File: src/rtl/alu_seq_pkg.sv
// alu_seq_pkg: opcodes, compare variants and FSM states shared by alu_seq and its multiplier
package alu_seq_pkg;

    localparam logic [3:0] OP_AND = 4'b0000;
    localparam logic [3:0] OP_OR  = 4'b0001;
    localparam logic [3:0] OP_ADD = 4'b0010;
    localparam logic [3:0] OP_MUL = 4'b0011;
    localparam logic [3:0] OP_SUB = 4'b0110;
    localparam logic [3:0] OP_SLT = 4'b0111;
    localparam logic [3:0] OP_SLL = 4'b1000;
    localparam logic [3:0] OP_SRL = 4'b1001;
    localparam logic [3:0] OP_SRA = 4'b1010;
    localparam logic [3:0] OP_NOR = 4'b1100;

    localparam logic [2:0] CMP_LT = 3'b000;
    localparam logic [2:0] CMP_GT = 3'b001;
    localparam logic [2:0] CMP_LE = 3'b010;
    localparam logic [2:0] CMP_GE = 3'b011;
    localparam logic [2:0] CMP_NE = 3'b100;
    localparam logic [2:0] CMP_EQ = 3'b110;

    typedef enum logic [1:0] {
        ST_IDLE = 2'd0,
        ST_MUL  = 2'd1,
        ST_DONE = 2'd2
    } state_t;

endpackage

File: src/rtl/alu_seq_mul.sv
// alu_seq_mul: iterative LSB-first shift-add unsigned multiplier, one partial product per cycle
module alu_seq_mul #(
    parameter int WIDTH = 32,
    parameter int CNT_W = $clog2(WIDTH) + 1
) (
    input  logic               clk_i,
    input  logic               rst_n,
    input  logic               start_i,
    input  logic [WIDTH-1:0]   a_i,
    input  logic [WIDTH-1:0]   b_i,
    output logic               busy_o,
    output logic               done_o,
    output logic [2*WIDTH-1:0] prod_o
);

    logic [2*WIDTH-1:0] mcand_q;
    logic [2*WIDTH-1:0] acc_q;
    logic [2*WIDTH-1:0] acc_d;
    logic [WIDTH-1:0]   mplier_q;
    logic [CNT_W-1:0]   cnt_q;

    // The product including this cycle's partial product, so the final value is ready on the last step
    assign acc_d  = acc_q + (mplier_q[0] ? mcand_q : '0);
    assign prod_o = acc_d;
    assign busy_o = cnt_q != '0;
    assign done_o = cnt_q == CNT_W'(1);

    // Load operands on start, then shift multiplicand left and multiplier right each step
    always_ff @(posedge clk_i or negedge rst_n) begin
        if (!rst_n) begin
            mcand_q  <= '0;
            acc_q    <= '0;
            mplier_q <= '0;
            cnt_q    <= '0;
        end else if (start_i) begin
            mcand_q  <= {{WIDTH{1'b0}}, a_i};
            acc_q    <= '0;
            mplier_q <= b_i;
            cnt_q    <= CNT_W'(WIDTH);
        end else if (busy_o) begin
            mcand_q  <= mcand_q << 1;
            acc_q    <= acc_d;
            mplier_q <= mplier_q >> 1;
            cnt_q    <= cnt_q - CNT_W'(1);
        end
    end

endmodule

File: src/rtl/alu_seq.sv
// alu_seq: handshaked ALU with registered outputs and multi-cycle MUL; ALU_SEQ_SHIFT_EN adds SLL/SRL/SRA
module alu_seq
    import alu_seq_pkg::*;
#(
    parameter int WIDTH = 32,
    parameter int CNT_W = $clog2(WIDTH) + 1
) (
    input  logic             clk_i,
    input  logic             rst_n,
    input  logic             in_valid,
    output logic             in_ready,
    input  logic [WIDTH-1:0] src1,
    input  logic [WIDTH-1:0] src2,
    input  logic [3:0]       ALU_control,
    input  logic [2:0]       bonus_control,
    output logic             out_valid,
    input  logic             out_ready,
    output logic [WIDTH-1:0] result,
    output logic             zero,
    output logic             cout,
    output logic             overflow
);

    state_t             state_q, state_d;
    logic [WIDTH-1:0]   result_q, result_d;
    logic               cout_q, cout_d;
    logic               ovf_q, ovf_d;
    logic               is_sub;
    logic [WIDTH-1:0]   b_eff;
    logic [WIDTH:0]     sum;
    logic               add_ovf;
    logic               cmp_lt;
    logic               cmp_eq;
    logic               cmp_flag;
    logic [WIDTH-1:0]   alu_res;
    logic               alu_cout;
    logic               alu_ovf;
    logic               mul_start;
    logic               mul_busy;
    logic               mul_done;
    logic [2*WIDTH-1:0] mul_prod;
`ifdef ALU_SEQ_SHIFT_EN
    logic [CNT_W-2:0]   shamt;

    assign shamt = src2[CNT_W-2:0];
`endif

    // SLT shares the subtractor: A + ~B + 1
    assign is_sub   = (ALU_control == OP_SUB) || (ALU_control == OP_SLT);
    assign b_eff    = is_sub ? ~src2 : src2;
    assign sum      = {1'b0, src1} + {1'b0, b_eff} + {{WIDTH{1'b0}}, is_sub};
    assign add_ovf  = (src1[WIDTH-1] == b_eff[WIDTH-1]) && (sum[WIDTH-1] != src1[WIDTH-1]);
    assign cmp_lt   = sum[WIDTH-1] ^ add_ovf;
    assign cmp_eq   = src1 == src2;
    assign cmp_flag = (bonus_control == CMP_GT) ? (!cmp_lt && !cmp_eq) :
                      (bonus_control == CMP_LE) ? (cmp_lt || cmp_eq) :
                      (bonus_control == CMP_GE) ? !cmp_lt :
                      (bonus_control == CMP_EQ) ? cmp_eq :
                      (bonus_control == CMP_NE) ? !cmp_eq : cmp_lt;

    assign in_ready  = state_q == ST_IDLE;
    assign out_valid = state_q == ST_DONE;
    assign result    = result_q;
    assign zero      = result_q == '0;
    assign cout      = cout_q;
    assign overflow  = ovf_q;

    alu_seq_mul #(
        .WIDTH (WIDTH),
        .CNT_W (CNT_W)
    ) u_mul (
        .clk_i   (clk_i),
        .rst_n   (rst_n),
        .start_i (mul_start),
        .a_i     (src1),
        .b_i     (src2),
        .busy_o  (mul_busy),
        .done_o  (mul_done),
        .prod_o  (mul_prod)
    );

    // Single-cycle datapath; unknown opcodes fall through to zero result and flags
    always_comb begin
        alu_res  = '0;
        alu_cout = 1'b0;
        alu_ovf  = 1'b0;
        case (ALU_control)
            OP_AND: alu_res = src1 & src2;
            OP_OR:  alu_res = src1 | src2;
            OP_NOR: alu_res = ~(src1 | src2);
            OP_ADD, OP_SUB: begin
                alu_res  = sum[WIDTH-1:0];
                alu_cout = sum[WIDTH];
                alu_ovf  = add_ovf;
            end
            OP_SLT: alu_res = {{(WIDTH-1){1'b0}}, cmp_flag};
`ifdef ALU_SEQ_SHIFT_EN
            OP_SLL: alu_res = src1 << shamt;
            OP_SRL: alu_res = src1 >> shamt;
            OP_SRA: alu_res = $unsigned($signed(src1) >>> shamt);
`endif
            default: alu_res = '0;
        endcase
    end

    // Next state and output-register loads; outputs only change on accept or multiply completion
    always_comb begin
        state_d   = state_q;
        result_d  = result_q;
        cout_d    = cout_q;
        ovf_d     = ovf_q;
        mul_start = 1'b0;
        case (state_q)
            ST_IDLE: begin
                if (in_valid && ALU_control == OP_MUL) begin
                    mul_start = 1'b1;
                    state_d   = ST_MUL;
                end else if (in_valid) begin
                    result_d = alu_res;
                    cout_d   = alu_cout;
                    ovf_d    = alu_ovf;
                    state_d  = ST_DONE;
                end
            end
            ST_MUL: begin
                if (mul_done) begin
                    result_d = mul_prod[WIDTH-1:0];
                    cout_d   = |mul_prod[2*WIDTH-1:WIDTH];
                    ovf_d    = 1'b0;
                    state_d  = ST_DONE;
                end else if (!mul_busy) begin
                    state_d = ST_IDLE;
                end
            end
            ST_DONE: state_d = out_ready ? ST_IDLE : ST_DONE;
            default: state_d = ST_IDLE;
        endcase
    end

    // State and output registers
    always_ff @(posedge clk_i or negedge rst_n) begin
        if (!rst_n) begin
            state_q  <= ST_IDLE;
            result_q <= '0;
            cout_q   <= 1'b0;
            ovf_q    <= 1'b0;
        end else begin
            state_q  <= state_d;
            result_q <= result_d;
            cout_q   <= cout_d;
            ovf_q    <= ovf_d;
        end
    end

endmodule

File: config.mk
export PLATFORM = sky130hd
export DESIGN_NAME = alu_seq
export DESIGN_NICKNAME = d
export VERILOG_FILES = /design/src/rtl/alu_seq_pkg.sv /design/src/rtl/alu_seq_mul.sv /design/src/rtl/alu_seq.sv
export SDC_FILE = /design/constraint.sdc
export NUM_CORES = 1
export LEC_CHECK = 0
export BUFFER_PORTS_ARGS = -buffer_cell sky130_fd_sc_hd__buf_2
export CAP_MARGIN = 20
export CORE_AREA = 10 10 233 235
export CTS_BUF_LIST = sky130_fd_sc_hd__clkbuf_8 sky130_fd_sc_hd__clkbuf_16
export CTS_CLUSTER_DIAMETER = 50
export DETAILED_ROUTE_END_ITERATION = 8
export DIE_AREA = 0 0 243 245
export PLACE_DENSITY = 0.62
export SLEW_MARGIN = 20
export SYNTH_ARGS = -nofsm -noshare
export SYNTH_HDL_FRONTEND = slang
export SYNTH_SLANG_ARGS = --single-unit
File: constraint.sdc
create_clock -name clk_i -period 8.7 [get_ports clk_i]
set_clock_uncertainty 0.1 [all_clocks]
set_input_delay 0.87 -clock clk_i [delete_from_list [all_inputs] [get_ports clk_i]]
set_output_delay 0.87 -clock clk_i [all_outputs]
set_load 0.03 [all_outputs]
==> results of run 1 <==
## layer usage
layer  global-route usage, %  vias up  wire length [microns]  share of wire (%)
li1                        -     7955                      -                  -
met1                    23.6     7864                  24800                 45
met2                    29.5      534                  25300                 46
met3                    2.36       83                   3300                6.0
met4                    4.74        0                   1370                2.5
met5                       0        -                      0                  0
## registers in the layout (all words and copies together) (netlist names)
name            count
u_mul.acc_q        64
u_mul.mcand_q      64
state_q             2
result             32
u_mul.cnt_q         6
overflow            1
cout                1
u_mul.mplier_q     32
## critical path, stage by stage
cell and delay (ps):
sky130_fd_sc_hd__buf_2 160, sky130_fd_sc_hd__nor2b_1 300, sky130_fd_sc_hd__nand2_2 620, sky130_fd_sc_hd__xnor2_1 470
sky130_fd_sc_hd__inv_1 100, sky130_fd_sc_hd__fa_1 440, sky130_fd_sc_hd__nor2b_1 120, sky130_fd_sc_hd__o21ai_0 120
sky130_fd_sc_hd__a21boi_0 420, sky130_fd_sc_hd__o41ai_1 170, sky130_fd_sc_hd__a2111oi_0 950, sky130_fd_sc_hd__o41a_1 350
sky130_fd_sc_hd__a21oi_1 170, sky130_fd_sc_hd__nor4_1 390, sky130_fd_sc_hd__mux2i_1 230, sky130_fd_sc_hd__nand2_1 70
sky130_fd_sc_hd__a21oi_1 130
## cell usage in the layout (no fill, tap or decap), types with 16 or more instances in the layout
cell and count:
sky130_fd_sc_hd__nand2_1 391, sky130_fd_sc_hd__a21oi_1 228, sky130_fd_sc_hd__nor2_1 218, sky130_fd_sc_hd__dfrtp_1 201, sky130_fd_sc_hd__ha_1 160, sky130_fd_sc_hd__buf_2 110
sky130_fd_sc_hd__inv_1 98, sky130_fd_sc_hd__o21ai_0 98, sky130_fd_sc_hd__xnor2_1 77, sky130_fd_sc_hd__a31oi_1 77, sky130_fd_sc_hd__and2_1 73, sky130_fd_sc_hd__a221oi_1 51
sky130_fd_sc_hd__a21o_1 41, sky130_fd_sc_hd__nor3_1 35, sky130_fd_sc_hd__xor2_1 35, sky130_fd_sc_hd__nand4_1 31, sky130_fd_sc_hd__clkbuf_16 29, sky130_fd_sc_hd__nor4_1 27
sky130_fd_sc_hd__nand3_1 23, sky130_fd_sc_hd__nand2b_1 16, sky130_fd_sc_hd__o21bai_1 16
## layout make-up
type                    instances  area (sq um)  share of cell area, %
multi-input cells            1802         11200                   58.2
flip-flops and latches        202          5060                   26.3
well taps                     672           841                   4.37
clock buffers                  32           767                   3.99
repair buffers                129           761                   3.96
inverters                      95           357                   1.85
clock inverters                21           250                   1.30
## worst paths after layout
path	from	end	slack, ps	depth (start not counted)
max in group asynchronous	rst_n	result[23]$_DFFE_PN0P_	6910	4
worst min register to register	overflow$_DFFE_PN0P_	overflow$_DFFE_PN0P_	390	2
worst max-delay path	ALU_control[1]	result[30]$_DFFE_PN0P_	3010	17
worst min-delay path	rst_n	u_mul.mcand_q[54]$_DFFE_PN0P_	80	1
worst max register to register	u_mul.mplier_q[0]$_DFFE_PN0P_	cout$_DFFE_PN0P_	3390	14
min in group clk_i	overflow$_DFFE_PN0P_	overflow$_DFFE_PN0P_	390	2
## cell families after synthesis
logic type	synth area share, %
fa+ha+maj	11.9
flops	29.6
compound gates	23.8
xor+xnor	5.88
buf+inv	5.24
mux	0.673
simple gates	22.9
## metrics by stage
step / area, sq um / power [mW] / util (%) / setup slack (ps) / std cells
2_1_floorplan: 17100 / 4.09 / - / 4210 / 2231
3_3_place_gp: 18100 / 4.91 / 36.5 / 2450 / 2897
3_5_place_dp: 18100 / 4.97 / 36.5 / 2410 / 2897
4_1_cts: 19100 / 6.25 / 38.5 / 3010 / 2950
5_1_grt: 19200 / 6.74 / 38.7 / 2430 / 2953
6_report: 19200 / 6.25 / 38.7 / 3010 / 2953
## power groups by stage
stage / combinational (mW) / sequential (mW) / clock, mW
finish: 3.35 / 1.66 / 1.24
global route: 3.71 / 1.72 / 1.30
CTS: 3.32 / 1.66 / 1.27
detailed placement: 3.30 / 1.67 / 0
global placement: 3.25 / 1.66 / 0
floorplan: 2.43 / 1.66 / 0
==> results.md, run 1 <==
Timing:
- The hold violation total from the final report is 0.
- The worst slew margin relative to its limit is 29.0%.
- The top achievable clock speed is 176 MHz.
- Setup repair after global routing left no endpoint under its margin.
- Dividing the final minimum period by the clock period gives 65.4%.
- After routing, the total negative slack on setup checks comes to 0 ps.
- After layout, the minimum clock period comes to 5690 ps.
- The transition time at the pin with the least slew margin is 1040 ps.
- On the final layout, the worst hold slack is 83.7 ps.
- The count of pins over their slew limit is 0.
- The final-report setup violation count is 0.

CTS:
- The number of setup buffers added after CTS is 0.
- The clock tree root driver cell is sky130_fd_sc_hd__clkbuf_16.
- For this design, the CTS-stage hold fixing added 0 buffers.
- TritonCTS built the clock tree.
- Buffers inserted during clock tree synthesis total 29.
- At the later pin of the worst-skew pair, clock insertion delay measures 580 ps.
- In this run the number of H-tree levels came out at 1.
- The clock transition at the register clock pins on the worst setup and hold paths after CTS is 60 ps.
- The count of instances resized after the clock tree is built is 0.
- In this run the deepest clock path goes through 3 buffers.
- For this design, the sink count on the clock tree is 202.

Synthesis:
- Sorting the synthesized cells by area gives the leading types as sky130_fd_sc_hd__dfrtp_1 (30%), sky130_fd_sc_hd__ha_1 (12%), sky130_fd_sc_hd__nand2_1 (8.6%).
- The count of state elements after synthesis is 202.
- The post-synthesis instance area is 17100 sq um.
- In the synthesized netlist, the cells that appear most often are sky130_fd_sc_hd__nand2_1 (393), sky130_fd_sc_hd__a21oi_1 (228), sky130_fd_sc_hd__nor2_1 (219), sky130_fd_sc_hd__dfrtp_1 (202), sky130_fd_sc_hd__ha_1 (160).
- The average instance area after synthesis is 7.66 sq um.
- The top flip-flop cell by instance count after synthesis is sky130_fd_sc_hd__dfrtp_1.
- The cell with the most instances after synthesis is sky130_fd_sc_hd__nand2_1.
- The count of yosys warnings during synthesis is 0.
- The synthesized design contains 0 enable-type register cells.
- The net count after synthesis is 2468.
- The fraction of synthesis flops using an asynchronous set or reset pin is 100%.
- For this run, the register share of the synthesized area comes to 29.6%.
- The post-synthesis instance total is 2231.
- The cell type with the highest aggregate area in the netlist is sky130_fd_sc_hd__dfrtp_1.
- Of the post-synthesis cell area, the dominant cell type holds 29.6%.
- The number of different library cells used by synthesis comes to 80.

Routing:
- The count of nets left with antenna violations once routing finished came out at 0.
- The detailed router finished its first iteration with 1113 violations.
- After detailed routing, the number of remaining DRC violations is 0.
- Using the TritonRoute via totals, the vias-per-cell ratio works out to 5.57.
- The routed layout has 16400 vias.
- The number of optimization iterations in the first detailed-route pass is 5.
- Summed over all layers, the routed wires come to 54800 microns.
- After detailed routing, the average wire length per cell comes to 18.6 microns.

Floorplan:
- In this run the vertical extent of the chip is 245 microns.
- 112 I/O pins were placed.
- The core region is 49700 sq um.
- From left edge to right edge, the die measures 243 microns.
- For this configuration, the core starts out at a cell density of 34.4%.
- The count of standard-cell rows is 82.
- The area enclosed by the die boundary is 59500 sq um.

Power and ir drop:
- Per report_power, the combinational group accounts for 53.6% of the total.
- Registers are responsible for 26.6% of the overall power.
- In this run the power spent charging and discharging nets is 2.89 mW.
- Summed over all cells, the static leakage comes to 8.82 nW.
- The internal power summed over all cells is 3.36 mW.
- The worst-case IR drop observed on VDD is 193 uV.
- In this run switching power makes up 46.3% of total power.
- The portion of total power attributed to the clock network is 19.8%.
- The total power divided by cell area is 325 nW/um^2.

Global routing:
- The number of antenna violations at the first check in global routing is 0.
- After global routing the overflow that remains totals 0.
- The first-pass GRT wire length is 87800 microns.
- In the global route stage, overall resource usage came out at 17.7%.
- Entering global routing, the biggest net connects 128 pins.
- The number of global-route vias before repair is 16000.

Placement:
- The global placer's final weighted congestion is 0.927.
- Summed over all nets, the half-perimeter wirelength after detailed placement is 40700 microns.
- The count of input and output buffers is 111.

Layout:
- Fill cells in the final layout number 5172.
- Relative to the synthesized area, the layout overhead comes to 12.5%.
- The net count of the finished layout is 2496.
- The number of antenna diodes in the final layout is 0.
- The share of post-route cells with drive strength above 1 is 9.51%.

Setup path:
- The data required time at the worst endpoint is 9100 ps.
- The critical path is of the primary input to register type.
- Data arrives at the worst endpoint at 6090 ps.
- The largest fanout of any net on the critical path is 31.
- The type of element capturing the critical path is a register.
- The sort of element at the start of the critical path is a primary input.

Worst hold path:
- The type of the tightest min-delay check is primary input to asynchronous set/reset pin.

Run:
- Max-cap violations in this run came to 0.

Outcome:
- The run finished with clean final reports.
Note: power is estimated with default switching activity, not from simulation.
==> run 2: changes to the inputs <==
--- a/config.mk
+++ b/config.mk
@@ -5,13 +5,14 @@
 export SDC_FILE = /design/constraint.sdc
 export NUM_CORES = 1
 export LEC_CHECK = 0
+export ABC_AREA = 1
 export BUFFER_PORTS_ARGS = -buffer_cell sky130_fd_sc_hd__buf_2
 export CAP_MARGIN = 20
-export CORE_AREA = 10 10 233 235
+export CORE_AREA = 10 10 244 246
 export CTS_BUF_LIST = sky130_fd_sc_hd__clkbuf_8 sky130_fd_sc_hd__clkbuf_16
 export CTS_CLUSTER_DIAMETER = 50
 export DETAILED_ROUTE_END_ITERATION = 8
-export DIE_AREA = 0 0 243 245
+export DIE_AREA = 0 0 254 256
 export PLACE_DENSITY = 0.62
 export SLEW_MARGIN = 20
 export SYNTH_ARGS = -nofsm -noshare
==> constraint.sdc (replaced) <==
create_clock -name clk_i -period 5.6 [get_ports clk_i]
set_clock_uncertainty 0.1 [all_clocks]
set_input_delay 0.56 -clock clk_i [delete_from_list [all_inputs] [get_ports clk_i]]
set_output_delay 0.56 -clock clk_i [all_outputs]
set_load 0.03 [all_outputs]
==> results.md, run 2 <==
Outcome:
- The flow ran to the end, and the final reports show no timing, DRC or antenna violations.

Global routing:
- The number of global-route vias before repair is 18800.
- For this run the aggregate overflow at the end of global routing stands at 0.
- The peak-usage layer in the global routing report is met2.
- Global routing consumed, over all layers together, 20.6% of the routing resources.
- The first global-routing pass estimated 106000 microns of wire.
- The met3 routing resource usage after global routing is 3.85%.
- The routing usage on met1 is 28.4%.
- The number of antenna violations at the first check in global routing is 2.
- The pin count of the biggest net entering global routing is 108.
- In the global route stage, met2 resource usage came out at 32.1%.

CTS:
- The clock passes through at most 3 buffers.
- The clock drives 202 sinks.
- CTS placed an instance of sky130_fd_sc_hd__clkbuf_16 at the clock tree root.
- In this run the post-CTS setup repair buffer count came out at 0.
- The clock transition at the register clock pins on the worst setup and hold paths after CTS is 60 ps.
- The number of buffers created by CTS is 31.
- For the worst-skew pair, the clock arrives at the later sink with an insertion delay of 610 ps.
- The TritonCTS clock tree is done.
- CTS built an H-tree with a depth of 1.

Synthesis:
- The number of enable flip-flop cells after synthesis is 0.
- The top flip-flop cell by instance count after synthesis is sky130_fd_sc_hd__dfrtp_1.
- Counting every net in the synthesized netlist gives 3212.
- Of the synthesized area, sequential elements account for 26.7%.
- The synthesized design spends more area on one cell type than any other, namely sky130_fd_sc_hd__dfrtp_1.
- The fraction of synthesis flops using an asynchronous set or reset pin is 100%.
- The synthesized netlist occupies a cell area of 19000 sq um.
- Counting instances in the post-synthesis netlist gives the leading cell types as sky130_fd_sc_hd__nand2_1 (1041), sky130_fd_sc_hd__inv_1 (565), sky130_fd_sc_hd__dfrtp_1 (202), sky130_fd_sc_hd__nor2_1 (162), sky130_fd_sc_hd__ha_1 (160).
- Synthesis handed over a netlist of 2975 instances.
- In the post-synthesis netlist, the biggest area contributors are sky130_fd_sc_hd__dfrtp_1 (27%), sky130_fd_sc_hd__nand2_1 (21%), sky130_fd_sc_hd__inv_1 (11%).
- The count of state elements after synthesis is 202.
- Yosys printed 0 warnings.
- The cell with the most instances after synthesis is sky130_fd_sc_hd__nand2_1.
- A synthesized cell averages 6.37 sq um.
- The top-area cell type share of the netlist area is 26.7%.
- The count of cell types in the netlist is 52.

Power and ir drop:
- The internal power summed over all cells is 4.70 mW.
- Per report_power, the clock group accounts for 23.4% of the total.
- The part of the total power dissipated in sequential elements is 28.5%.
- Net switching is 46.7% of the power.
- For this design the total switching power over the nets is 4.13 mW.
- The completed layout was analyzed and its total power is 8.83 mW.
- The reported leakage power is 12.1 nW.
- The worst supply voltage drop on vdd is 272 uV.
- Combinational logic burns 48.1% of the power.
- In this run the power density over the cells is 412 nW/um^2.

Routing:
- The number of optimization iterations in the first detailed-route pass is 6.
- After detailed routing, the average wire length per cell comes to 17.8 microns.
- Dividing the detail-routed via count by the number of cells gives 5.02.
- The count of antenna-violating nets left after detailed routing is 0.
- In the routed design, unresolved DRC markers number 0.
- The overall via count from detail_route is 19100.
- Wires add up to 67700 microns.
- In this run, the number of DRC markers left after iteration 0 of detailed routing was 1505.

Setup path:
- Across all register-to-register paths, the minimum setup slack is 1660 ps.
- Data on the critical path is required at its endpoint by 5990 ps.
- Walking the worst path, the cells encountered are buf_4 -> nand2_1 -> inv_1 -> ha_1 -> nand2_1 -> nor2_2 -> nand2_2 -> nor2_1 -> nand4_1 -> nand3_1 -> nand2_1 -> nand2_1 -> nand2_1 -> nor2_1 -> nand2_1 -> nor2_1 -> nand3_1 -> nand3_1 -> nand2_1.
- The startpoint identified for the worst register-to-register timing path is u_mul.mplier_q[0]$_DFFE_PN0P_.
- Among cell families on the critical path, the largest total delay comes from simple AND/OR/NAND/NOR gates.
- The buffering stage count on the worst path with inverters included is 2.
- In this run the worst path has a maximum fanout of 64.
- The end of the worst register-to-register path is cout$_DFFE_PN0P_.
- For this design, the slowest cell found on the critical path is sky130_fd_sc_hd__buf_4.
- The logic depth of the worst path, buffers included is 19.
- The class of the most critical setup path is register to register.
- The sort of element at the start of the critical path is a register.
- The dominant cell type by count on the critical path is sky130_fd_sc_hd__nand2_1.
- The type of element capturing the critical path is a register.
- Data arrives at the worst endpoint at 4330 ps.
- The stage delay of the slowest cell on the critical path is 570 ps.
- Counting cells, the worst reg-to-reg path comes to 19.

Timing:
- The setup TNS is 0 ps.
- The hold violation total from the final report came to 0.
- The transition time at the pin with the least slew margin is 1060 ps.
- The count of pins over their slew limit is 0.
- The final-report setup violation count is 0.
- Across all hold checks on the routed design, the worst slack comes to 182 ps.
- The post-route worst setup slack is 1660 ps.
- The post-route fraction of the period consumed by the critical path is 70.3%.
- Setup repair after global routing left no endpoint under its margin.
- The final critical path time including I/O delays and setup is 3940 ps.
- The top achievable clock speed is 254 MHz.
- Headroom to the max-slew limit came out at 29.5%.

Floorplan:
- Measured along the x axis, the die boundary spans 254 microns.
- The floorplan core area is 54700 sq um.
- The height of the die is 256 microns.
- The area enclosed by the die boundary is 65000 sq um.
- The initial utilization of the core area, before any placement, comes to 34.7%.
- The number of top-level pins is 112.
- After floorplanning, the core was divided into 86 placement rows.

Layout:
- The largest registers in the layout are u_mul.acc_q x64, u_mul.mcand_q x64.
- The final design area excluding fillers is 21400 sq um.
- The synthesis-to-finish area growth is 12.9%.
- The leading cell type in the layout, fill and taps excluded is sky130_fd_sc_hd__nand2_1.
- The top cell types in the final layout, fill and taps aside, are sky130_fd_sc_hd__nand2_1 (1039), sky130_fd_sc_hd__inv_1 (568), sky130_fd_sc_hd__dfrtp_1 (201).
- The net count reported at finish is 3304.
- The share of post-route cells with drive strength above 1 is 9.15%.

Placement:
- The half-perimeter wire length after placement is 54000 microns.
- After detailed placement, the total cell area comes to 20300 sq um.
- At the end of routability-driven placement, the weighted congestion stood at 1.00.
- The count of input and output buffers is 111.
- The pre-CTS worst setup slack is 1480 ps.

Worst hold path:
- The hold path depth is 3.
- The worst hold path begins at src2[12].
- For hold timing, the worst endpoint is u_mul.mplier_q[12]$_DFFE_PN0P_.
- The type of the tightest min-delay check is primary input to register.

Run:
- Across the run, the number of max-cap violations was 0.
[run 2: cell count changes after synthesis, sizes merged, moves of 35 or more]
cell and change:
clkbuf -73, a221oi -37, a21oi -108, a21o -40, a31oi -75, inv +480, nand3 +72, and2 -71
xnor2 -72, nand2 +668, o221ai +35
[run 2: power groups by stage]
stage	combinational (mW)	sequential [mW]	clock [mW]
2_1_floorplan	2.79	2.60	0
3_3_place_gp	4.18	2.52	0
3_5_place_dp	4.20	2.52	0
4_1_cts	4.22	2.51	2.10
5_1_grt	4.76	2.59	2.16
6_report	4.25	2.52	2.06
[run 2: stage by stage]
stage,util [%],std cells
3_5_place_dp,37.1,3737
6_report,39.2,3798
5_1_grt,39.2,3796
2_1_floorplan,-,2975
3_3_place_gp,37.1,3737
4_1_cts,39.2,3796
[run 2: worst max-delay path by stage]
stage               slack (ps)                endpoint                           from
floorplan                 2460  result[14]$_DFFE_PN0P_                 ALU_control[3]
global placement          1410        cout$_DFFE_PN0P_                 ALU_control[3]
detailed placement        1480  result[18]$_DFFE_PN0P_                 ALU_control[3]
CTS                       1740        cout$_DFFE_PN0P_  u_mul.mplier_q[0]$_DFFE_PN0P_
global route              1370        cout$_DFFE_PN0P_  u_mul.mplier_q[0]$_DFFE_PN0P_
finish                    1660        cout$_DFFE_PN0P_  u_mul.mplier_q[0]$_DFFE_PN0P_
[run 2: logic make-up after synthesis]
family	count (synthesis)	share of synthesized area, %
XOR/XNOR	68	3.14
AND/OR/NAND/NOR	1465	32.0
adder cells (fa/ha/maj)	162	10.8
buffers and inverters	651	13.0
multiplexers	10	0.528
flip-flops	202	26.7
AO/OA/AOI/OAI	417	13.9
[run 2: final cells by class]
| class | instances | area, sq um |
|---|---|---|
| Multi-Input combinational cell | 2122 | 11500 |
| Clock buffer | 38 | 872 |
| Antenna cell | 2 | 5.00 |
| Tap cell | 704 | 881 |
| Timing Repair Buffer | 133 | 746 |
| Fill cell | 6010 | 33200 |
| Inverter | 577 | 2170 |
| Clock inverter | 20 | 225 |
| Sequential cell | 202 | 5060 |
[run 2: worst register-to-register path, cell delays in order, from the launching register on]
cell	delay, ps
sky130_fd_sc_hd__dfrtp_2	360
sky130_fd_sc_hd__buf_4	570
sky130_fd_sc_hd__nand2_1	150
sky130_fd_sc_hd__inv_1	80
sky130_fd_sc_hd__ha_1	250
sky130_fd_sc_hd__nand2_1	230
sky130_fd_sc_hd__nor2_2	220
sky130_fd_sc_hd__nand2_2	120
sky130_fd_sc_hd__nor2_1	330
sky130_fd_sc_hd__nand4_1	230
sky130_fd_sc_hd__nand3_1	140
sky130_fd_sc_hd__nand2_1	50
sky130_fd_sc_hd__nand2_1	90
sky130_fd_sc_hd__nand2_1	60
sky130_fd_sc_hd__nor2_1	130
sky130_fd_sc_hd__nand2_1	110
sky130_fd_sc_hd__nor2_1	230
sky130_fd_sc_hd__nand3_1	190
sky130_fd_sc_hd__nand3_1	130
sky130_fd_sc_hd__nand2_1	50
[run 2: layer usage]
layer / wire length [microns] / share of wire [%] / vias up
li1: - / - / 9586
met1: 31700 / 47 / 8817
met2: 29700 / 44 / 570
met3: 4590 / 6.8 / 90
met4: 1730 / 2.5 / 0
met5: 0 / 0 / -
[run 2: repair_timing]
action	CTS	global route
resized for setup	0	0
hold endpoints to repair	83	0
hold buffers	1	0
